===== src/rtl/epcs_rx_comma_aligner.sv =====
// epcs_rx_comma_aligner
//   Receive word aligner between a SERDES EPCS lane and the 8b/10b decoder.
//   Hunts for K28.5 commas at any of the 10 bit offsets of a sliding 20-bit
//   window, locks after LOCK_CNT hits at one offset, drops sync after LOSS_CNT
//   commas seen at a different offset, and emits aligned symbols while locked.
//   Single clock domain (EPCS_RX_CLK).
//
// Ports
//   EPCS_RX_CLK      in   lane receive clock
//   EPCS_RX_RESET_N  in   asynchronous active-low reset
//   RX_DATA_IN[9:0]  in   raw lane word, bit0 = first bit on the line
//   RX_VAL_IN        in   RX_DATA_IN valid this cycle
//   RX_IDLE_IN       in   electrical idle from the SERDES
//   REALIGN          in   one-cycle request to drop sync and re-search
//   RX_DATA_OUT[9:0] out  aligned symbol (held when RX_VAL_OUT=0)
//   RX_VAL_OUT       out  RX_DATA_OUT valid
//   RX_COMMA         out  RX_DATA_OUT is K28.5 (either disparity)
//   SYNC_STATUS      out  1 while locked
//   ALIGN_OFFSET[3:0]out  current candidate / locked bit offset 0..9
//   LOSS_EVENTS[7:0] out  saturating count of lock exits (REALIGN excluded)
//
// state    | meaning
// ---------+-------------------------------------------------------------
// ST_LOS   | no alignment; first comma seen picks the candidate offset
// ST_ACQ   | candidate offset chosen; counting consecutive hits to LOCK_CNT
// ST_LOCK  | aligned; symbols emitted; counting wrong-offset commas to LOSS_CNT

module epcs_rx_comma_aligner #(
    parameter int LOCK_CNT = 3,
    parameter int LOSS_CNT = 4
) (
    input  logic       EPCS_RX_CLK,
    input  logic       EPCS_RX_RESET_N,
    input  logic [9:0] RX_DATA_IN,
    input  logic       RX_VAL_IN,
    input  logic       RX_IDLE_IN,
    input  logic       REALIGN,
    output logic [9:0] RX_DATA_OUT,
    output logic       RX_VAL_OUT,
    output logic       RX_COMMA,
    output logic       SYNC_STATUS,
    output logic [3:0] ALIGN_OFFSET,
    output logic [7:0] LOSS_EVENTS
);

    localparam logic [9:0] K28_5_NEG = 10'h17C;
    localparam logic [9:0] K28_5_POS = 10'h283;

    typedef enum logic [1:0] {
        ST_LOS  = 2'd0,
        ST_ACQ  = 2'd1,
        ST_LOCK = 2'd2
    } state_t;

    state_t      state, state_n;
    logic [3:0]  offset, offset_n;
    logic [3:0]  acq_cnt, acq_cnt_n;
    logic [3:0]  miss_cnt, miss_cnt_n;
    logic [9:0]  prev;
    logic [7:0]  loss_events;

    logic [19:0] window;
    logic [9:0]  cand [10];
    logic [9:0]  match;
    logic        any_match;
    logic [3:0]  first_k;
    logic        hit;
    logic        loss_inc;
    logic        out_valid_n;
    logic [9:0]  cand_n;

    function automatic logic is_comma(input logic [9:0] c);
        return (c == K28_5_NEG) || (c == K28_5_POS);
    endfunction

    // Older word sits in the low half so candidate k starts k bits into prev.
    assign window = {RX_DATA_IN, prev};

    always_comb begin
        match   = '0;
        first_k = 4'd0;
        for (int k = 0; k < 10; k++) begin
            cand[k]  = window[k +: 10];
            match[k] = is_comma(window[k +: 10]);
        end
        // Scan downward so the lowest matching offset is the one kept.
        for (int k = 9; k >= 0; k--) begin
            if (match[k]) first_k = 4'(k);
        end
    end

    assign any_match = |match;
    assign hit       = match[offset];

    always_comb begin
        state_n    = state;
        offset_n   = offset;
        acq_cnt_n  = acq_cnt;
        miss_cnt_n = miss_cnt;
        loss_inc   = 1'b0;

        if (REALIGN || RX_IDLE_IN) begin
            // Forced drop wins over anything the data would have done.
            state_n    = ST_LOS;
            acq_cnt_n  = 4'd0;
            miss_cnt_n = 4'd0;
            loss_inc   = (state == ST_LOCK) && !REALIGN;
        end else if (RX_VAL_IN) begin
            unique case (state)
                ST_LOS: begin
                    if (any_match) begin
                        offset_n   = first_k;
                        acq_cnt_n  = 4'd1;
                        miss_cnt_n = 4'd0;
                        state_n    = (LOCK_CNT <= 1) ? ST_LOCK : ST_ACQ;
                    end
                end
                ST_ACQ: begin
                    if (hit) begin
                        acq_cnt_n = acq_cnt + 4'd1;
                        if ({1'b0, acq_cnt} + 5'd1 >= 5'(LOCK_CNT)) begin
                            state_n    = ST_LOCK;
                            miss_cnt_n = 4'd0;
                        end
                    end else if (any_match) begin
                        offset_n  = first_k;
                        acq_cnt_n = 4'd1;
                    end
                end
                ST_LOCK: begin
                    if (hit) begin
                        miss_cnt_n = 4'd0;
                    end else if (any_match) begin
                        miss_cnt_n = miss_cnt + 4'd1;
                        if ({1'b0, miss_cnt} + 5'd1 >= 5'(LOSS_CNT)) begin
                            state_n    = ST_LOS;
                            miss_cnt_n = 4'd0;
                            acq_cnt_n  = 4'd0;
                            loss_inc   = 1'b1;
                        end
                    end
                end
                default: state_n = ST_LOS;
            endcase
        end

        // Output decision uses the post-update state so the word that
        // completes lock is emitted and the word that breaks it is not.
        out_valid_n = RX_VAL_IN && !REALIGN && !RX_IDLE_IN && (state_n == ST_LOCK);
        cand_n      = cand[offset_n];
    end

    always_ff @(posedge EPCS_RX_CLK or negedge EPCS_RX_RESET_N) begin
        if (!EPCS_RX_RESET_N) begin
            state       <= ST_LOS;
            offset      <= 4'd0;
            acq_cnt     <= 4'd0;
            miss_cnt    <= 4'd0;
            prev        <= 10'h000;
            loss_events <= 8'h00;
            RX_DATA_OUT <= 10'h000;
            RX_VAL_OUT  <= 1'b0;
            RX_COMMA    <= 1'b0;
        end else begin
            state    <= state_n;
            offset   <= offset_n;
            acq_cnt  <= acq_cnt_n;
            miss_cnt <= miss_cnt_n;
            if (RX_VAL_IN) prev <= RX_DATA_IN;
            if (loss_inc && (loss_events != 8'hFF)) loss_events <= loss_events + 8'd1;
            RX_VAL_OUT <= out_valid_n;
            RX_COMMA   <= out_valid_n && is_comma(cand_n);
            if (out_valid_n) RX_DATA_OUT <= cand_n;
        end
    end

    assign SYNC_STATUS  = (state == ST_LOCK);
    assign ALIGN_OFFSET = offset;
    assign LOSS_EVENTS  = loss_events;

endmodule


===== config.mk =====
export PLATFORM = sky130hd
export DESIGN_NAME = epcs_rx_comma_aligner
export DESIGN_NICKNAME = d
export VERILOG_FILES = /design/src/rtl/epcs_rx_comma_aligner.sv
export SDC_FILE = /design/constraint.sdc
export NUM_CORES = 1
export LEC_CHECK = 0
export CAP_MARGIN = 40
export CORE_MARGIN = 8
export CORE_UTILIZATION = 43
export CTS_BUF_LIST = sky130_fd_sc_hd__clkbuf_8
export CTS_CLUSTER_DIAMETER = 120
export DETAILED_ROUTE_END_ITERATION = 10
export GPL_TIMING_DRIVEN = 0
export SLEW_MARGIN = 15
export SYNTH_ARGS = -nofsm -noshare
export SYNTH_HDL_FRONTEND = slang
export SYNTH_SLANG_ARGS = --single-unit

===== constraint.sdc =====
create_clock -name EPCS_RX_CLK -period 3.9 [get_ports EPCS_RX_CLK]
set_clock_uncertainty 0.1 [all_clocks]
set_input_delay 0.39 -clock EPCS_RX_CLK [delete_from_list [all_inputs] [get_ports EPCS_RX_CLK]]
set_output_delay 0.39 -clock EPCS_RX_CLK [all_outputs]
set_load 0.01 [all_outputs]

==> impl_metrics.toml <==
[run_status]
status = "finished, violations left"
violations = "setup timing"

[clocking]
root_buffer = "clkbuf_8"
cts_sinks = 44
numCtsBuffers = 5
htree_levels = 2
clock_latency_ns = 0.31
clk_pin_slew_worst_paths_ns = 0.10
cts_buffer_depth = 2
tritoncts = "built"

[sta]
slew_headroom = 0.5516
finalCriticalPeriod_ns = 3.924
rsz0062_at_grt = "yes"
hold_viol = 0
fmaxAchievable_mhz = 254.9
timing.final.ws_setup_ns = -0.02351
fin_crit_sh = 1.006
drv_slew = 0
setup_tns_ns = -0.02351
tightest_slew_ns = 0.6655
report.final.setup_viol = 1

[die]
initial_utilization = 0.4410
dieArea_sq_um = 12130
ios = 40
fp.dieW_um = 110.1
die_y_um = 110.1
core_sq_um = 8636
rows = 34

[global_routing]
grt_pass1_vias = 3813
grt_pass1_wl_mm = 19.35
antenna_found_initial = 0
track_usage = 0.1983
grt-ovfl-total = 0
grt_max_degree = 28

[power]
power_mw = 1.212
vdd_drop_max_uv = 189.7
p_per_area_nw_per_um2 = 236.2
cellLeakagePower_nw = 2.086

[drt]
wirelength_mm = 12.29
ant_nets = 0
drt_iter0_markers = 308
via_per_inst = 6.286
drcViolationCount = 0
wl_per_cell_um = 19.53
first_pass_iters = 5
num_vias = 3954

[synth]
ys_seq_elements = 44
yosysWarnings = 0
avgSynthCellArea_sq_um = 8.520
ys_seq_area_frac = 0.2891
synth_cell_types = 79
synthCells = 447
postSynth.asyncResetShare = 1.000
synthFlopType = "dfrtp_1"
synth_enable_flop_cells = 0
synth_nets = 471
synth.cell_area_sq_um = 3809

[hold_path]
worstHoldPathType = "register to register"
hold_start = "miss_cnt[3]"

[cells_and_area]
seq_area_sq_um = 1104
multi_input_area_sq_um = 2932
diodes = 0
area_delta_synth_final_pct = 34.72
layout_common_cells = "dfrtp_1 (42), nand2_1 (40), nor2_1 (39), clkdlybuf4s50_1 (30), buf_4 (28)"
fill_cells = 781
nNetsFinal = 544
post-route-util = 0.5942
fin_area_sq_um = 5131
layout.cells.non_filler = 629
drive_above_1_share = 0.3033
mostFrequentLayoutCell = "dfrtp_1"

[placement]
place_inst = 594
portBuffers = 38
dp_hpwl_mm = 8.528
dpl_cell_area_sq_um = 4339
gp_congestion = 0.9080

[critical_path]
r2r_slack_ns = -0.02
critPathArrivalTime_ns = 4.04
reg2reg_from = "prev[3]"
worstPathRequired_ns = 4.02
path_class = "register to register"
cp-startpoint = "prev[3]"
slowest_delay_ns = 0.55
crit_path_start_kind = "register"
crit_chain = "buf_6, or4_4, nor4_4, o41ai_2, or4_4, a31oi_4, o21ai_4, buf_6, nor2_2, nand2_1, o22a_1, o211ai_1, nand2_1, or3_1, o21ai_1"
cp_max_fo = 6
slowest_stage = "or4_4"
endpoint_kind = "register"

[job]
cap_violations = 0
## path summary, 6_finish.rpt
path	end	depth (start not counted)
max reg2reg	RX_COMMA	15
min	miss_cnt[3]	1
min in group asynchronous	acq_cnt[2]	2
max in group asynchronous	LOSS_EVENTS[5]	3
max	RX_COMMA	15
min reg2reg	miss_cnt[3]	1
## timing repair
| item | 4_1_cts | 5_1_grt |
|---|---|---|
| endpoints found under the setup margin | 17 | 9 |
| resized for setup | 56 | 71 |
| hold buffers | 1 | 0 |
| hold endpoints to repair | 17 | 0 |
| setup buffers | 7 | 19 |
| pin swaps | 13 | 26 |
## where the power goes
| part | switching [mW] | leakage, nW | internal [mW] |
|---|---|---|---|
| sequential | 0.0173 | 0.573 | 0.469 |
| clock | 0.165 | 0.0507 | 0.123 |
| combinational | 0.243 | 1.46 | 0.195 |
| total | 0.425 | 2.09 | 0.787 |
## metal layers
| layer | track usage | part of all wire | up-vias |
|---|---|---|---|
| li1 | - | - | 1826 |
| met1 | 0.2617 | 0.44 | 1946 |
| met2 | 0.3061 | 0.46 | 155 |
| met3 | 0.03663 | 0.070 | 27 |
| met4 | 0.09705 | 0.030 | 0 |
| met5 | 0 | 0 | - |
## flip-flops by register name, summed over array words and instances, names as in the netlist
register	flops
miss_cnt	4
acq_cnt	4
RX_COMMA	1
prev	10
state	2
ALIGN_OFFSET	4
RX_DATA_OUT	10
LOSS_EVENTS	8
RX_VAL_OUT	1
## cells by family after synthesis
family / after synthesis / synth area share
AND/OR/NAND/NOR: 198 / 0.2976
AO/OA/AOI/OAI: 103 / 0.1998
buffers and inverters: 45 / 0.05223
flip-flops: 44 / 0.2891
multiplexers: 41 / 0.1156
adder cells (fa/ha/maj): 9 / 0.02957
XOR/XNOR: 7 / 0.01610
## cells in the mapped netlist (3+ instances only)
library cell,number,area share
nand3b_1,4,0.0079
xnor2_1,4,0.0092
nor4b_1,3,0.0069
and2_4,3,0.0069
a21o_1,4,0.0079
nor3_1,10,0.013
mux2_2,20,0.059
or3_1,5,0.0082
a21oi_1,14,0.018
a22oi_1,4,0.0079
inv_1,16,0.016
or3b_1,3,0.0069
a211o_1,3,0.0069
nor4bb_1,3,0.0079
and2_1,10,0.016
buf_2,9,0.012
clkbuf_1,15,0.015
nand2_1,40,0.039
o21ai_0,22,0.029
a211oi_1,5,0.0099
mux2i_1,20,0.053
xor2_1,3,0.0069
nor2_1,45,0.044
ha_1,9,0.030
o22ai_1,4,0.0066
nand2b_1,10,0.016
o211ai_1,4,0.0079
and3_1,3,0.0049
o21ai_1,4,0.0053
or4_1,6,0.012
nand4b_1,3,0.0069
nor4_1,10,0.016
nand3_1,10,0.013
a31oi_1,3,0.0049
nand4_1,11,0.018
and4b_1,3,0.0079
nor4_2,3,0.0099
dfrtp_1,44,0.29
## per-stage QoR
stage	hold WS, ns	setup WS [ns]
floorplan	-0.005591	0.3299
global placement	0.3720	-1.100
detailed placement	0.2647	-1.088
CTS	0.3968	0.002822
global route	0.4316	-0.1214
finish	0.3870	-0.02351
## critical path, delay by kind of cell, from the launching register on
kind | cells | cell delay (ns)
AND/OR/NAND/NOR | 7 | 2.15
AO/OA/AOI/OAI | 6 | 0.90
flip-flops | 1 | 0.38
buffers and inverters | 2 | 0.29
## final cells by class
class,count,share of cell area
Sequential cell,44,0.2151
Timing Repair Buffer,66,0.1185
Tap cell,108,0.02634
Inverter,18,0.01317
Buffer,27,0.03901
Multi-Input combinational cell,358,0.5713
Clock buffer,5,0.01341
Clock inverter,3,0.003170
Power figures use the tool's default switching activity.
==> patch, RTL diff (same settings) <==
The output `RX_VAL_OUT` loses its register stage (`RX_VAL_OUT` becomes a continuous assignment).
--- a/src/rtl/epcs_rx_comma_aligner.sv
+++ b/src/rtl/epcs_rx_comma_aligner.sv
@@ -159,7 +159,6 @@
             prev        <= 10'h000;
             loss_events <= 8'h00;
             RX_DATA_OUT <= 10'h000;
-            RX_VAL_OUT  <= 1'b0;
             RX_COMMA    <= 1'b0;
         end else begin
             state    <= state_n;
@@ -168,11 +167,12 @@
             miss_cnt <= miss_cnt_n;
             if (RX_VAL_IN) prev <= RX_DATA_IN;
             if (loss_inc && (loss_events != 8'hFF)) loss_events <= loss_events + 8'd1;
-            RX_VAL_OUT <= out_valid_n;
             RX_COMMA   <= out_valid_n && is_comma(cand_n);
             if (out_valid_n) RX_DATA_OUT <= cand_n;
         end
     end
+
+    assign RX_VAL_OUT = out_valid_n;
 
     assign SYNC_STATUS  = (state == ST_LOCK);
     assign ALIGN_OFFSET = offset;
Function: changed (Yosys sat finds a counterexample within 4 cycles, from zero or initial values and one cycle with EPCS_RX_RESET_N low).
==> patch against the unedited design <==
The flow still finishes with violations (setup timing); worst setup slack gained 0.0089 ns; cell area is 0.51% higher; highest routed layer unchanged; non-clock buffer count grew 3; largest cell class unchanged; sequential cell count decreased by 1; sequential share of layout area is 0.59 points lower; power rose by 0.63%; sequential power fell by 2%; area after synthesis down 0.66%; clock power is 8.3% higher; critical path depth decreased by 2; wire length grew 1.2%; critical endpoint unchanged; count of clock-buffer cells in the layout unchanged.
==> patch: results <==
set metrics [dict create \
    grt_usage 0.196 \
    r2r_end "RX_COMMA" \
    nets 547 \
    grt_max_degree 35 \
    synth.top_cells.by_area "dfrtp_1 (28%), mux2_2 (6.0%), mux2i_1 (5.3%), nor2_1 (4.5%), nand2_1 (4.0%)" \
    place_inst 593 \
    syn_inst 446 \
    synth_commonest_cells "nor2_1 (45), dfrtp_1 (43), nand2_1 (40), o21ai_0 (22)" \
    fin_ws_ns -0.0146 \
    reg2reg_from "prev[7]" \
    violations "setup timing" \
    synth_fp_nets 470 \
    stdcell_count 632 \
    dp_slack_ns -1.17 \
    grt_pass1_vias 3743 \
    tns_ns -0.0146 \
    hpwl_um 8470 \
    grt_pass1_wl_um 18900 \
    globalplace.congestion 0.918 \
    critPathMaxFanout 10 \
    leakage_nw 2.11 \
    vias_per_cell 6.27 \
    nFillCells 749 \
    run_status "finished with violations" \
    setup_viol 1 \
    worstMarginPinSlew_ns 0.641 \
    postRouteWirelength_um 12400 \
    cp_data_arrival_time_ns 4.05 \
    drtIter0Drc 388 \
    place_area_um2 4310 \
]
patch: final cells by class:
cell class / instances / area (um2) / area share
multi-input combinational: 359 / 2920 / 0.567
sequential: 43 / 1080 / 0.209
clock inverter: 3 / 26.3 / 0.00509
buffer: 26 / 213 / 0.0412
timing repair buffer: 70 / 644 / 0.125
clock buffer: 5 / 68.8 / 0.0133
inverter: 18 / 67.6 / 0.0131
tap: 108 / 135 / 0.0262
patch: through the flow:
stage                      util  hold WS, ns
after global placement    0.498        0.371
final                     0.597        0.384
after detailed placement  0.500        0.185
after floorplan               -     -0.00559
after CTS                 0.550        0.390
after global routing      0.597        0.415
patch: routing by layer:
metal,GRT usage,up-vias,share of wire
li1,-,1829,-
met1,0.256,1936,0.45
met2,0.308,174,0.47
met3,0.0334,26,0.060
met4,0.0945,0,0.026
met5,0,-,0
patch: cells by family after synthesis:
group                      Yosys count  synth area share
xor gates and xnor gates             7            0.0162
adders and majority gates            9            0.0298
AOI/OAI and AO/OA                  103             0.201
buffers and inverters               45            0.0526
muxes                               41             0.116
and+or+nand+nor                    198             0.300
DFF                                 43             0.284
patch: repair_timing:
action,CTS,global route
hold endpoints to repair,9,0
endpoints found under the setup margin,19,6
cloned,0,1
hold buffers,1,0
resized for setup,78,58
setup buffers,11,19
pin swaps,16,27
patch: worst max-delay path: stages (launching register included):
cell	delay (ns)
dfrtp_1	0.42
buf_4	0.20
nand3b_1	0.24
buf_4	0.19
nor4b_4	0.33
o41ai_1	0.12
or4_4	0.57
a31oi_4	0.27
o21ai_4	0.12
or3_1	0.41
o211ai_1	0.29
nand2_1	0.12
or3_1	0.33
o21ai_2	0.12
patch: power breakdown:
group	total, mW	internal (mW)	switching, mW
clock network	0.312	0.132	0.180
registers	0.477	0.459	0.0181
logic	0.431	0.189	0.241
total	1.22	0.780	0.440
